--- src/rtl/fifo_read_scheduler_if.sv ---
// FIFO read port and popped-pixel output of the read scheduler.
// The master side is the scheduler; the slave side is the FIFO plus the pixel consumer.
interface fifo_read_scheduler_if;
  logic        empty_fifo;
  logic [16:0] din;
  logic        rd_en;
  logic        pix_valid;
  logic [15:0] pix_data;

  modport master (input empty_fifo, din, output rd_en, pix_valid, pix_data);
  modport slave  (output empty_fifo, din, input rd_en, pix_valid, pix_data);
endinterface

--- src/rtl/fifo_read_scheduler.sv ---
// Pops a first-word-fall-through pixel FIFO in step with the display timing.
// It hunts for the frame marker at the origin and locks after ALIGN_FRAMES clean frames.
module fifo_read_scheduler #(
  parameter int H_ACTIVE     = 640,
  parameter int V_ACTIVE     = 480,
  parameter int ALIGN_FRAMES = 5
) (
  input  logic                         clk,
  input  logic                         rst_n,
  input  logic                         sobel,
  input  logic                         blank,
  input  logic [11:0]                  pixel_x,
  input  logic [11:0]                  pixel_y,
  fifo_read_scheduler_if.master        fifo,
  output logic                         aligned,
  output logic [7:0]                   underflow_cnt,
  output logic [1:0]                   state
);

  localparam int CNT_RAW = $clog2(ALIGN_FRAMES + 1);
  localparam int CNT_W   = (CNT_RAW > 3) ? CNT_RAW : 3;
  localparam logic [CNT_W-1:0] ALIGN_MAX = CNT_W'(ALIGN_FRAMES);
  localparam logic [11:0]      X_LAST    = 12'(H_ACTIVE - 1);
  localparam logic [11:0]      Y_LAST    = 12'(V_ACTIVE - 1);

  typedef enum logic [1:0] {
    WAIT_BLANK = 2'd0,
    WAIT_SOF   = 2'd1,
    STREAM     = 2'd2,
    LOCKED     = 2'd3
  } state_t;

  state_t           state_q, state_d;
  logic [CNT_W-1:0] align_cnt, align_cnt_d;
  logic             aligned_d;
  logic             starved, starved_d;
  logic             sobel_q;
  logic             rd_en_d, pop_valid, count_under;
  logic             is_marker, at_origin, frame_end, mode_change;

  // Bit 16 of the FIFO word has no meaning for scheduling.
  logic unused_din;
  assign unused_din = fifo.din[16];

  assign is_marker   = sobel ? (fifo.din[8] && (fifo.din[15:9] == 7'd0))
                             : (fifo.din[15:0] == 16'h001F);
  assign at_origin   = (pixel_x == 12'd0) && (pixel_y == 12'd0);
  assign frame_end   = (pixel_x == X_LAST) && (pixel_y == Y_LAST) && !blank;
  assign mode_change = (sobel != sobel_q);

  always_comb begin
    // NOTE: every output of this block gets a default first so no path can infer a latch.
    state_d     = state_q;
    align_cnt_d = align_cnt;
    aligned_d   = aligned;
    starved_d   = starved;
    rd_en_d     = 1'b0;
    pop_valid   = 1'b0;
    count_under = 1'b0;

    if (mode_change) begin
      // A display-mode switch invalidates the stream: re-hunt with the new marker.
      state_d     = WAIT_SOF;
      align_cnt_d = '0;
      aligned_d   = 1'b0;
      starved_d   = 1'b0;
    end else begin
      unique case (state_q)
        WAIT_BLANK: begin
          if (blank) state_d = WAIT_SOF;
        end
        WAIT_SOF: begin
          if (!fifo.empty_fifo) begin
            if (!is_marker) begin
              rd_en_d = 1'b1;             // flush junk, never shown
            end else if (at_origin) begin
              rd_en_d   = 1'b1;
              pop_valid = 1'b1;
              state_d   = STREAM;
              if (align_cnt != ALIGN_MAX) align_cnt_d = align_cnt + CNT_W'(1);
            end
          end
        end
        STREAM, LOCKED: begin
          rd_en_d     = !blank && !fifo.empty_fifo;
          pop_valid   = rd_en_d;
          count_under = !blank && fifo.empty_fifo;
          starved_d   = starved || count_under;
          if (frame_end) begin
            if (starved_d) begin
              state_d     = WAIT_SOF;
              align_cnt_d = '0;
              aligned_d   = 1'b0;
              starved_d   = 1'b0;
            end else if (state_q == STREAM) begin
              if (align_cnt == ALIGN_MAX) begin
                state_d   = LOCKED;
                aligned_d = 1'b1;
              end else begin
                state_d = WAIT_SOF;
              end
            end
          end
        end
        default: state_d = WAIT_BLANK;
      endcase
    end
  end

  assign fifo.rd_en = rst_n && rd_en_d;
  assign state      = state_q;

  always_ff @(posedge clk) begin
    // NOTE: registered state uses non-blocking assignments so every flop samples pre-edge values.
    if (!rst_n) begin
      state_q        <= WAIT_BLANK;
      align_cnt      <= '0;
      aligned        <= 1'b0;
      starved        <= 1'b0;
      sobel_q        <= sobel;
      underflow_cnt  <= 8'd0;
      fifo.pix_valid <= 1'b0;
      fifo.pix_data  <= 16'd0;
    end else begin
      state_q        <= state_d;
      align_cnt      <= align_cnt_d;
      aligned        <= aligned_d;
      starved        <= starved_d;
      sobel_q        <= sobel;
      fifo.pix_valid <= pop_valid;
      if (pop_valid) fifo.pix_data <= fifo.din[15:0];
      if (count_under && (underflow_cnt != 8'hFF)) underflow_cnt <= underflow_cnt + 8'd1;
    end
  end

endmodule

--- src/flat_wrapper.sv ---
// flat-port wrapper written by rule: the top's interface ports become plain ports
module fifo_read_scheduler_flat 
#(
  parameter int H_ACTIVE     = 640,
  parameter int V_ACTIVE     = 480,
  parameter int ALIGN_FRAMES = 5
)
  (clk, rst_n, sobel, blank, pixel_x, pixel_y, aligned, underflow_cnt, state, fifo_empty_fifo, fifo_din, fifo_rd_en, fifo_pix_valid, fifo_pix_data);
  fifo_read_scheduler_if fifo_i ();
  input  logic clk;
  input  logic rst_n;
  input  logic sobel;
  input  logic blank;
  input  logic [11:0] pixel_x;
  input  logic [11:0] pixel_y;
  output logic aligned;
  output logic [7:0] underflow_cnt;
  output logic [1:0] state;
  input wire logic [$bits(fifo_i.empty_fifo)-1:0] fifo_empty_fifo;
  input wire logic [$bits(fifo_i.din)-1:0] fifo_din;
  output wire logic [$bits(fifo_i.rd_en)-1:0] fifo_rd_en;
  output wire logic [$bits(fifo_i.pix_valid)-1:0] fifo_pix_valid;
  output wire logic [$bits(fifo_i.pix_data)-1:0] fifo_pix_data;
  assign fifo_i.empty_fifo = fifo_empty_fifo;
  assign fifo_i.din = fifo_din;
  assign fifo_rd_en = fifo_i.rd_en;
  assign fifo_pix_valid = fifo_i.pix_valid;
  assign fifo_pix_data = fifo_i.pix_data;
  fifo_read_scheduler #(.H_ACTIVE(H_ACTIVE), .V_ACTIVE(V_ACTIVE), .ALIGN_FRAMES(ALIGN_FRAMES)) u_core (.clk(clk), .rst_n(rst_n), .sobel(sobel), .blank(blank), .pixel_x(pixel_x), .pixel_y(pixel_y), .fifo(fifo_i), .aligned(aligned), .underflow_cnt(underflow_cnt), .state(state));
endmodule
--- config.mk ---
export PLATFORM = sky130hd
export DESIGN_NAME = fifo_read_scheduler_flat
export DESIGN_NICKNAME = d
export VERILOG_FILES = /design/src/rtl/fifo_read_scheduler_if.sv /design/src/rtl/fifo_read_scheduler.sv /design/src/flat_wrapper.sv
export SDC_FILE = /design/constraint.sdc
export NUM_CORES = 1
export LEC_CHECK = 0
export ABC_AREA = 1
export ABC_CLOCK_PERIOD_IN_PS = 1900
export BUFFER_PORTS_ARGS = -buffer_cell sky130_fd_sc_hd__clkbuf_2
export CORE_MARGIN = 5
export CORE_UTILIZATION = 49
export CTS_CLUSTER_SIZE = 14
export DETAILED_ROUTE_END_ITERATION = 16
export PLACE_DENSITY = 0.8
export SLEW_MARGIN = 25
export SYNTH_ARGS = -nofsm -noshare
export SYNTH_HDL_FRONTEND = slang
export SYNTH_SLANG_ARGS = --single-unit
--- constraint.sdc ---
create_clock -name clk -period 1.9 [get_ports clk]
set_clock_uncertainty 0.2 [all_clocks]
set_input_delay 0.38 -clock clk [delete_from_list [all_inputs] [get_ports clk]]
set_output_delay 0.38 -clock clk [all_outputs]
set_load 0.005 [all_outputs]
==> run summary <==
run status - complete, no violations
worst hold path class - input pin to flop
Placed Cells incl. Taps - 453
hold path cells - 1
arrival time of the worst setup path - 1.29 ns
Hold Crit Start - sobel
Worst Slack Setup Final - 0.0350 ns
number of setup violations in the final report - 0
master cell of the clock root buffer - sky130_fd_sc_hd__clkbuf_8
number of flip-flops and latches in the synthesized netlist - 33
Reg clk slew, reported paths - 0.06 ns
met2 Track Usage GR - 0.339
Sinks on Clock Net - 33
via count of the first global-routing pass - 2069
total detailed-routing wirelength - 4980 µm
Register-to-Register Path Depth - 10
width of the chip - 73.4 µm
relative slew slack - 0.747
Power Dens Cells - 565 mW/mm²
DR DRC count - 0
pre-CTS worst setup slack - -0.0233 ns
met3 track demand over resource in global routing - 0.0534
maximum level of the CTS H-tree - 2
count of synthesis-stage warnings from yosys - 0
Die Area - 0.00539 mm²
critical register-to-register path startpoint - u_core.align_cnt[1]
number of buffers on the longest clock path - 2
number of top-level pins - 75
critical-path maximum fanout - 2
Remaining Overflow, GRT - 0
growth of design area from synthesis to finish - 31.8%
GRT Util Overall - 0.191
CP Launch Type - input pin
Num CTS Buffers - 5
peak clock frequency supported by timing - 0.536 GHz
effective utilization at floorplan - 0.500
leakage power - 1.30 nW
routability congestion estimate from global placement - 0.869
Syn Inst Count - 326
# Max-Cap Violations - 0
pin count of the biggest net entering global routing - 34
end of the worst register-to-register path - u_core.align_cnt[2]
number of detailed-routing iterations run before antenna repair - 4
Wirelength per Cell - 10.8 µm
Diodes inserted - 0
Hold Crit Endpoint - u_core.sobel_q
met1 global-route usage - 0.226
Final ANT Viol Nets - 0
post-layout minimum cycle time - 1.87 ns
number of hold violations in the final report - 0
proportion of layout cells with a drive suffix above 1 - 0.277
ratio of final minimum period to clock period - 0.982
max-slew violation count - 0
sort of element at the end of the critical path - output port
register-to-register path setup slack - 0.20 ns
post-route insts no fill - 462
commonest cells after routing, fill and taps aside - sky130_fd_sc_hd__nand2_1 (79), sky130_fd_sc_hd__clkbuf_2 (73), sky130_fd_sc_hd__nor2_1 (65)
most heavily used metal layer in global routing - met2
worst path required time - 1.32 ns
first-iteration detailed-routing DRC count - 98
nets - 461
total of hold buffers inserted after clock tree synthesis - 0
peak ir drop on the vdd network - 433 µV
unique cell type count in the Yosys netlist - 27
number of antenna violations at the first check in global routing - 0
sequential share of the synthesized area - 0.335
vias per inst - 4.82
floorplan core area - 0.00394 mm²
Die H - 73.4 µm
net count after synthesis - 375
mean instance size in the synthesized netlist - 6.05 µm²
overall via count from detail_route - 2228
Cell Area, Synth - 0.00197 mm²
leading cell type in the layout, fill and taps excluded - sky130_fd_sc_hd__nand2_1
wire length of the first global-routing pass - 8270 µm
count of fill cells added during filler insertion - 383
placed wire-length estimate after detailed placement - 3880 µm
unrepaired setup endpoints after global routing - true
category of the most critical setup path - input pin to output port
Core Rows - 23
CTS tree - done
number of buffers added on ports - 73
clock insertion delay at the later pin of the skew report - 0.28 ns
actual slew at the worst max-slew pin - 0.380 ns
state kept, by name, indices dropped and copies added, names as in the netlist:
register,count
u_core.fifo.pix_data,16
u_core.underflow_cnt,8
u_core.starved,1
u_core.align_cnt,3
u_core.fifo.pix_valid,1
u_core.aligned,1
u_core.sobel_q,1
u_core.state,2
layout make-up:
class	instances	area (µm²)	area share
Inverter	48	180	0.0693
Timing Repair Buffer	88	503	0.194
Multi-Input combinational cell	236	1100	0.423
Sequential cell	33	668	0.257
Clock buffer	7	86.3	0.0332
Tap cell	50	62.6	0.0241
power breakdown:
group	internal, mW	switching, mW	total [mW]
clock network	0.287	0.234	0.521
registers	0.699	0.00726	0.706
logic	0.101	0.140	0.241
total	1.09	0.381	1.47
kinds of logic after synthesis:
logic type,share of synthesized area
simple gates,0.395
buf+inv,0.121
compound gates,0.117
flops,0.335
fa+ha+maj,0.0190
xor+xnor,0.0127
critical path, cell delays in order:
cell	delay, ns
sky130_fd_sc_hd__clkbuf_2	0.11
sky130_fd_sc_hd__nor2_4	0.12
sky130_fd_sc_hd__nand2_1	0.06
sky130_fd_sc_hd__nor2_1	0.08
sky130_fd_sc_hd__nand2_1	0.07
sky130_fd_sc_hd__a21oi_2	0.17
sky130_fd_sc_hd__nand2_1	0.06
sky130_fd_sc_hd__nand2_1	0.06
sky130_fd_sc_hd__a21oi_1	0.06
sky130_fd_sc_hd__clkbuf_2	0.11
synth_stat cells, drive strengths merged:
cell type / instances / share of area
nand4: 3 / 0.0095
inv: 48 / 0.091
o22ai: 1 / 0.0063
clkbuf: 4 / 0.0076
a21oi: 31 / 0.081
o21ai: 9 / 0.023
buf: 5 / 0.022
dfxtp: 33 / 0.34
a211oi: 1 / 0.0038
nor3: 4 / 0.013
nand2: 82 / 0.16
ha: 3 / 0.019
nor2: 70 / 0.14
a21boi: 1 / 0.0038
nand3: 29 / 0.076
xnor2: 2 / 0.013
how the worst max path moves through the flow:
stage,start,endpoint,slack (ns)
2_1_floorplan,sobel,fifo_rd_en,0.25
4_1_cts,fifo_din[6],fifo_rd_en,0.01
3_3_place_gp,fifo_din[6],fifo_rd_en,-0.008
6_report,fifo_din[6],fifo_rd_en,0.03
3_5_place_dp,fifo_din[6],u_core.fifo.pix_data[1],-0.02
5_1_grt,fifo_din[6],fifo_rd_en,-0.07
routing by layer:
layer / part of all wire / routed length (µm) / vias to the layer above
li1: - / - / 1182
met1: 0.43 / 2120 / 995
met2: 0.51 / 2550 / 47
met3: 0.059 / 292 / 4
met4: 0.0044 / 22 / 0
met5: 0 / 0 / -
stage by stage:
step                setup TNS [ns]  instance area (µm²)  utilization  hold slack (ns)  total power, mW
floorplan                        0                 1970            -            0.208            0.846
global placement          -0.00823                 2460        0.625            0.233            0.948
detailed placement         -0.0853                 2460        0.625            0.238            0.954
CTS                              0                 2570        0.653           0.0770             1.48
global route               -0.0721                 2600        0.659           0.0844             1.55
finish                           0                 2600        0.659           0.0863             1.47
repair_timing:
item | in CTS | in global routing
buffers inserted | 1 | 1
hold endpoints to repair | 0 | 0
endpoints found under the setup margin | 1 | 1
pin swaps | 1 | 1
gates resized for setup | 6 | 5
Power figures use the tool's default switching activity.
